**src/rtl/bp_be_long_ctrl.sv**
```systemverilog
// bp_be_long_ctrl: sequencer for the shared iterative long-latency unit.
// It accepts one long op at a time and counts that op's fixed latency.
// It then holds the writeback request until the writeback port takes it.
module bp_be_long_ctrl #(
  parameter int unsigned idiv_cycles_p    = 64,
  parameter int unsigned fdiv_cycles_p    = 56,
  parameter int unsigned reg_addr_width_p = 5
) (
  input  logic                        clk_i,
  input  logic                        reset_i,
  input  logic                        flush_i,

  input  logic                        req_v_i,
  input  logic                        req_fp_i,
  input  logic [reg_addr_width_p-1:0] req_rd_addr_i,
  output logic                        req_ready_o,

  output logic                        unit_start_o,
  output logic                        unit_fp_o,

  output logic                        wb_v_o,
  output logic                        wb_fp_o,
  output logic [reg_addr_width_p-1:0] wb_rd_addr_o,
  input  logic                        wb_yumi_i,

  output logic                        long_busy_o
);

  localparam int unsigned max_cycles_lp =
    (idiv_cycles_p > fdiv_cycles_p) ? idiv_cycles_p : fdiv_cycles_p;
  localparam int unsigned cnt_width_lp =
    (max_cycles_lp > 1) ? $clog2(max_cycles_lp) : 1;

  // The counter is loaded with N-1, so an N-cycle op spends exactly N cycles in BUSY.
  localparam logic [cnt_width_lp-1:0] idiv_load_lp = cnt_width_lp'(idiv_cycles_p - 1);
  localparam logic [cnt_width_lp-1:0] fdiv_load_lp = cnt_width_lp'(fdiv_cycles_p - 1);

  typedef enum logic [1:0] {
    e_idle = 2'd0,
    e_busy = 2'd1,
    e_wb   = 2'd2
  } state_e;

  state_e                      state_q;
  logic [cnt_width_lp-1:0]     cnt_q;
  logic                        fp_q;
  logic [reg_addr_width_p-1:0] rd_q;
  logic                        accept;

  // Handshake decode: a flush blocks any accept in the same cycle.
  assign req_ready_o  = (state_q == e_idle) & ~flush_i;
  assign accept       = req_v_i & req_ready_o;
  assign unit_start_o = accept;
  assign unit_fp_o    = req_fp_i;

  // A flush in WB masks the request so that a yumi in the same cycle cannot retire it.
  assign wb_v_o       = (state_q == e_wb) & ~flush_i;
  assign wb_fp_o      = fp_q;
  assign wb_rd_addr_o = rd_q;
  assign long_busy_o  = (state_q != e_idle);

  // Sequencer: the state, the latency down-counter and the captured op info.
  always_ff @(posedge clk_i) begin
    if (reset_i) begin
      state_q <= e_idle;
      cnt_q   <= '0;
      fp_q    <= 1'b0;
      rd_q    <= '0;
    end else begin
      case (state_q)
        e_idle: begin
          if (accept) begin
            state_q <= e_busy;
            cnt_q   <= req_fp_i ? fdiv_load_lp : idiv_load_lp;
            fp_q    <= req_fp_i;
            rd_q    <= req_rd_addr_i;
          end
        end
        e_busy: begin
          if (flush_i) begin
            state_q <= e_idle;
          end else if (cnt_q == '0) begin
            state_q <= e_wb;
          end else begin
            cnt_q <= cnt_q - cnt_width_lp'(1);
          end
        end
        e_wb: begin
          if (flush_i | wb_yumi_i) begin
            state_q <= e_idle;
          end
        end
        default: state_q <= e_idle;
      endcase
    end
  end

endmodule

```
**config.mk**
```make
export PLATFORM = sky130hd
export DESIGN_NAME = bp_be_long_ctrl
export DESIGN_NICKNAME = d
export VERILOG_FILES = /design/src/rtl/bp_be_long_ctrl.sv
export SDC_FILE = /design/constraint.sdc
export NUM_CORES = 1
export LEC_CHECK = 0
export CELL_PAD_IN_SITES_DETAIL_PLACEMENT = 0
export CELL_PAD_IN_SITES_GLOBAL_PLACEMENT = 1
export CORE_MARGIN = 2
export CORE_UTILIZATION = 43
export DETAILED_ROUTE_END_ITERATION = 7
export DONT_BUFFER_PORTS = 1
export PLACE_DENSITY = 0.74
export SLEW_MARGIN = 20
export SYNTH_ARGS = -nofsm -noshare
export SYNTH_HDL_FRONTEND = slang
export SYNTH_SLANG_ARGS = --single-unit
```
**constraint.sdc**
```tcl
create_clock -name clk_i -period 2.05 [get_ports clk_i]
set_input_delay 0.1025 -clock clk_i [delete_from_list [all_inputs] [get_ports clk_i]]
set_output_delay 0.1025 -clock clk_i [all_outputs]
set_load 0.02 [all_outputs]
```
== Yosys cells after proc, flatten, opt, wreduce, memory -nomap -nowiden ==
Index checks and enable logic that the tools add are counted.
Word-level totals
  word-level logic and storage cells: 34
  input bits: 11
  bits in registers: 14
  output and inout port bits: 11
Cells by class
  bitwise logic cells: 5
  add/subtract/negate cells: 1
  equal/unequal tests: 7
  reductions and logical operators: 7
  mux-type cells: 10
Operators with widths (number)
  $mux W6: 3
  $pmux W6 S2: 1
  $mux W2: 4
  $logic_not A6 Y1: 1
  $ne A2 B2 Y1 const B: 3
  $pmux W2 S3: 1
  $sub A6 B1 Y6 const B: 1
  $mux W4: 1
  $reduce_and A4 Y1: 1
  $reduce_bool A2 Y1: 2
  $and A1 B1 Y1: 3
  $ne A3 B3 Y1 const B: 1
  $reduce_and A3 Y1: 1
  $eq A2 B1 Y1 const B: 1
  $eq A2 B2 Y1 const B: 1
  $logic_not A2 Y1: 1
  $ne A2 B1 Y1 const B: 1
  $reduce_and A2 Y1: 1
  $not A1 Y1: 1
  $or A1 B1 Y1: 1

== Depth between registers and ports, before layout ==
  depth in word-level cells: 5
  gate-level depth with buffers: 7
  mapped depth without buffers: 6

== Worst setup path after synthesis ==
No wires, ideal clock.
  kind: reg2reg
  start point: reg state_q[0]
  end point: reg fp_q, in the netlist wb_fp_o
  library setup time: 128 ps
  setup slack: 346 ps
  arrival: 1576 ps
  path buffers: 1
  data required time: 1922 ps
  stages on the path, launching flop included: 6
  path through: dfxtp_1 > nor3_1 > and2_1 > buf_2 > mux2i_1 > nor2_1
On the way
  longest elaborated chain between the ends: 4
Ends and longest elaborated chain
  start, declared: line 44  | state_e state_q;
  start signal, assigned: line 65  | state_q <= e_idle;
  start signal, assigned: line 73  | state_q <= e_busy;
  start signal, assigned: line 81  | state_q <= e_idle;
  $logic_not A2 Y1: line 51  | assign req_ready_o = (state_q == e_idle) & ~flush_i;
  $and A1 B1 Y1: line 51
  via req_ready_o: line 16  | output logic req_ready_o,
  $and A1 B1 Y1: line 52  | assign accept = req_v_i & req_ready_o;
  via unit_start_o: line 18  | output logic unit_start_o,
  $reduce_and A2 Y1 (no line)
  end signal, assigned: line 75  | fp_q <= req_fp_i;
  end, declared: line 46  | logic fp_q;
The timed path passes the listed nets, and every way through them passes these cells.
A chain may end at the register's enable or synchronous reset.

== Final worst setup path ==
  start point: reg state_q[0]
  end point: out unit_start_o
On the way
  longest elaborated chain between the ends: 3
Ends and longest elaborated chain (line)
  $logic_not A2 Y1: 51
  $and A1 B1 Y1: 51
  $and A1 B1 Y1: 52
  end, declared: 18
No other way between the ends.

==> metrics.yaml <==
outcome: "finished, final reports clean"
cp_max_fo: 7
clkTransAtPathRegs_ns: 0.10
netlist_instances: 77
synth_ff_type: "dfxtp_1"
synth-edff-count: 0
setup_viol: 0
wl_per_cell_microns: 13.1
drive_above_1_share_pct: 14.8
drv_cap: 0
grt_pass1_wl_mm: 2.23
cts-hold-fix-buffers: 9
holdCritPathClass: "primary input to flip-flop"
synth_area_leaders: "dfxtp_1 40%, mux2i_1 10%, nor2_1 6.5%"
post-route-drc-count: 0
p_leak_uw: 0.000341
cts_buffer_depth: 2
place_hpwl_microns: 951
worst_ep_arrival_time_ns: 1.51
finalSetupTns_ns: 0
grt_max_degree: 15
cellPowerDensity_mw_per_mm2: 762
synth_area_sq_um: 696
vias: 559
wl_mm: 1.36
fin_nets: 102
cts-buffers-inserted: 3
start_util_pct: 46.2
htree_levels: 1
cp.required_ns: 1.95
grt_usage_pct: 16.1
min_period_over_period_pct: 78.7
grt_setup_unrepaired: "no"
hold_viol: 0
cts_root_buffer: "clkbuf_4"
dieHeight_microns: 44.2
worst_slew_pin_slew_ns: 0.529
seq_area_frac_synth_pct: 40.3
peakVddDrop_mv: 0.427
slew_headroom_pct: 64.6
area_growth_pct: 19.2
async_flop_share_pct: 0
coreArea_sq_mm: 0.00151
critPathKind: "flip-flop to output pin"
ys_types: 31
grt_pass1_vias: 527
post_cts_buffers: 0
yosysWarnings: 0
io_buffer_count: 0
num_io_pins: 22
gp_congestion: 0.836
synth_area_leader_cell: "dfxtp_1"
cts_tree: "built"
cts_resized: 0
num_rows: 14
fin_crit_ns: 1.61
die_x_microns: 44.2
fmax_ghz: 0.620
antenna_found_initial: 0
timing.hold.ws_ns: 0.00902
start_kind: "flip-flop"
first_iter_violations: 13
endpoint_kind: "output pin"
first_pass_iters: 4
finClkSkew_ns: 0.00640
ant_nets: 0
cts_sinks: 14
n_antenna_cell: 0
slew_viol_final: 0
vias_per_cell: 5.38
syn_nets: 90
dp_slack_ns: 0.520
syn_area_per_cell_sq_um: 9.03
dieArea_sq_mm: 0.00196
ys_seq_elements: 14
worst_slack_ns: 0.436
synth_top_area_share_pct: 40.3
r2r_slack_ns: 0.49
clk_latency_ns: 0.29
grt-ovfl-total: 0
[synth_stat cells (2+ instances only)]
library cell	n
nor3_1	5
nor2_1	12
nand3_1	2
nand2b_1	2
nor2b_1	2
a21o_1	2
inv_1	4
mux2i_1	7
nand2_1	2
or2_2	2
ha_1	2
a21oi_1	3
dfxtp_1	14
[layer usage]
metal  track usage (%)  up-vias  part of all wire [%]
li1                  -      292                     -
met4              9.09        0                   1.8
met1              19.8      248                    48
met2              25.3       17                    43
met5                 0        -                     0
met3              4.08        2                   6.4
[cell families (layout without fill, tap and decap cells)]
| family | Yosys count | in the layout | share of synthesized area [%] |
|---|---|---|---|
| AO/OA/AOI/OAI | 15 | 15 | 17.3 |
| AND/OR/NAND/NOR | 31 | 31 | 22.7 |
| adder cells (fa/ha/maj) | 2 | 2 | 3.60 |
| multiplexers | 7 | 7 | 10.1 |
| buffers and inverters | 8 | 19 | 6.11 |
| flip-flops | 14 | 14 | 40.3 |
[flip-flops by register name, indices dropped and copies added, names as in the netlist]
signal	flops
cnt_q	6
wb_fp_o	1
wb_rd_addr_o	5
state_q	2
[critical path, cell delays in order (launching register included)]
cell and delay [ns]:
dfxtp_1 0.37, nor3_1 0.23, and2_1 0.40, buf_4 0.22
[cell usage in the layout, fill, tap and decap left out]
master         instances
a21bo_2                1
a21o_1                 2
a21oi_1                3
a21oi_2                1
a311oi_1               1
a41o_1                 1
and2_1                 1
buf_4                  2
clkbuf_4               3
clkbuf_8               1
dfxtp_1               14
dlygate4sd3_1          9
ha_1                   2
inv_1                  4
mux2i_1                7
nand2_1                2
nand2b_1               2
nand3_1                2
nand3b_1               1
nor2_1                12
nor2b_1                2
nor3_1                 5
nor3b_1                1
o211a_1                1
o211ai_1               1
o21ai_0                1
o21ba_2                1
o32a_2                 1
o41ai_1                1
or2_2                  2
or3_4                  1
[final timing paths]
check                   from           end  cells past startpoint
setup / recovery  state_q[0]  unit_start_o                      3
hold / removal      req_fp_i      cnt_q[3]                      3
setup reg to reg    cnt_q[2]      cnt_q[2]                      4
hold reg to reg     cnt_q[5]      cnt_q[5]                      2
[report_power, final]
part | total, uW | leakage (uW) | switching, uW | internal (uW)
Sequential | 313 | 0.000115 | 23.4 | 289
Combinational | 110 | 0.000205 | 53.6 | 56.7
Clock | 209 | 0.0000210 | 101 | 108
[cell type report]
type	count	area, sq um
clock buffer	4	36.3
timing repair buffer	11	105
inverter	4	15.0
tap	16	20.0
sequential	14	280
multi-input combinational	55	373
fill	144	677
[stage by stage]
stage	total power [uW]	cell area [sq um]	utilization [%]	std cells
after floorplan	402	696	-	77
after global placement	411	703	46.7	91
after detailed placement	412	703	46.7	91
after CTS	636	830	55.1	104
after global routing	665	830	55.1	104
final	632	830	55.1	104
(Power assumes the default switching activity.)
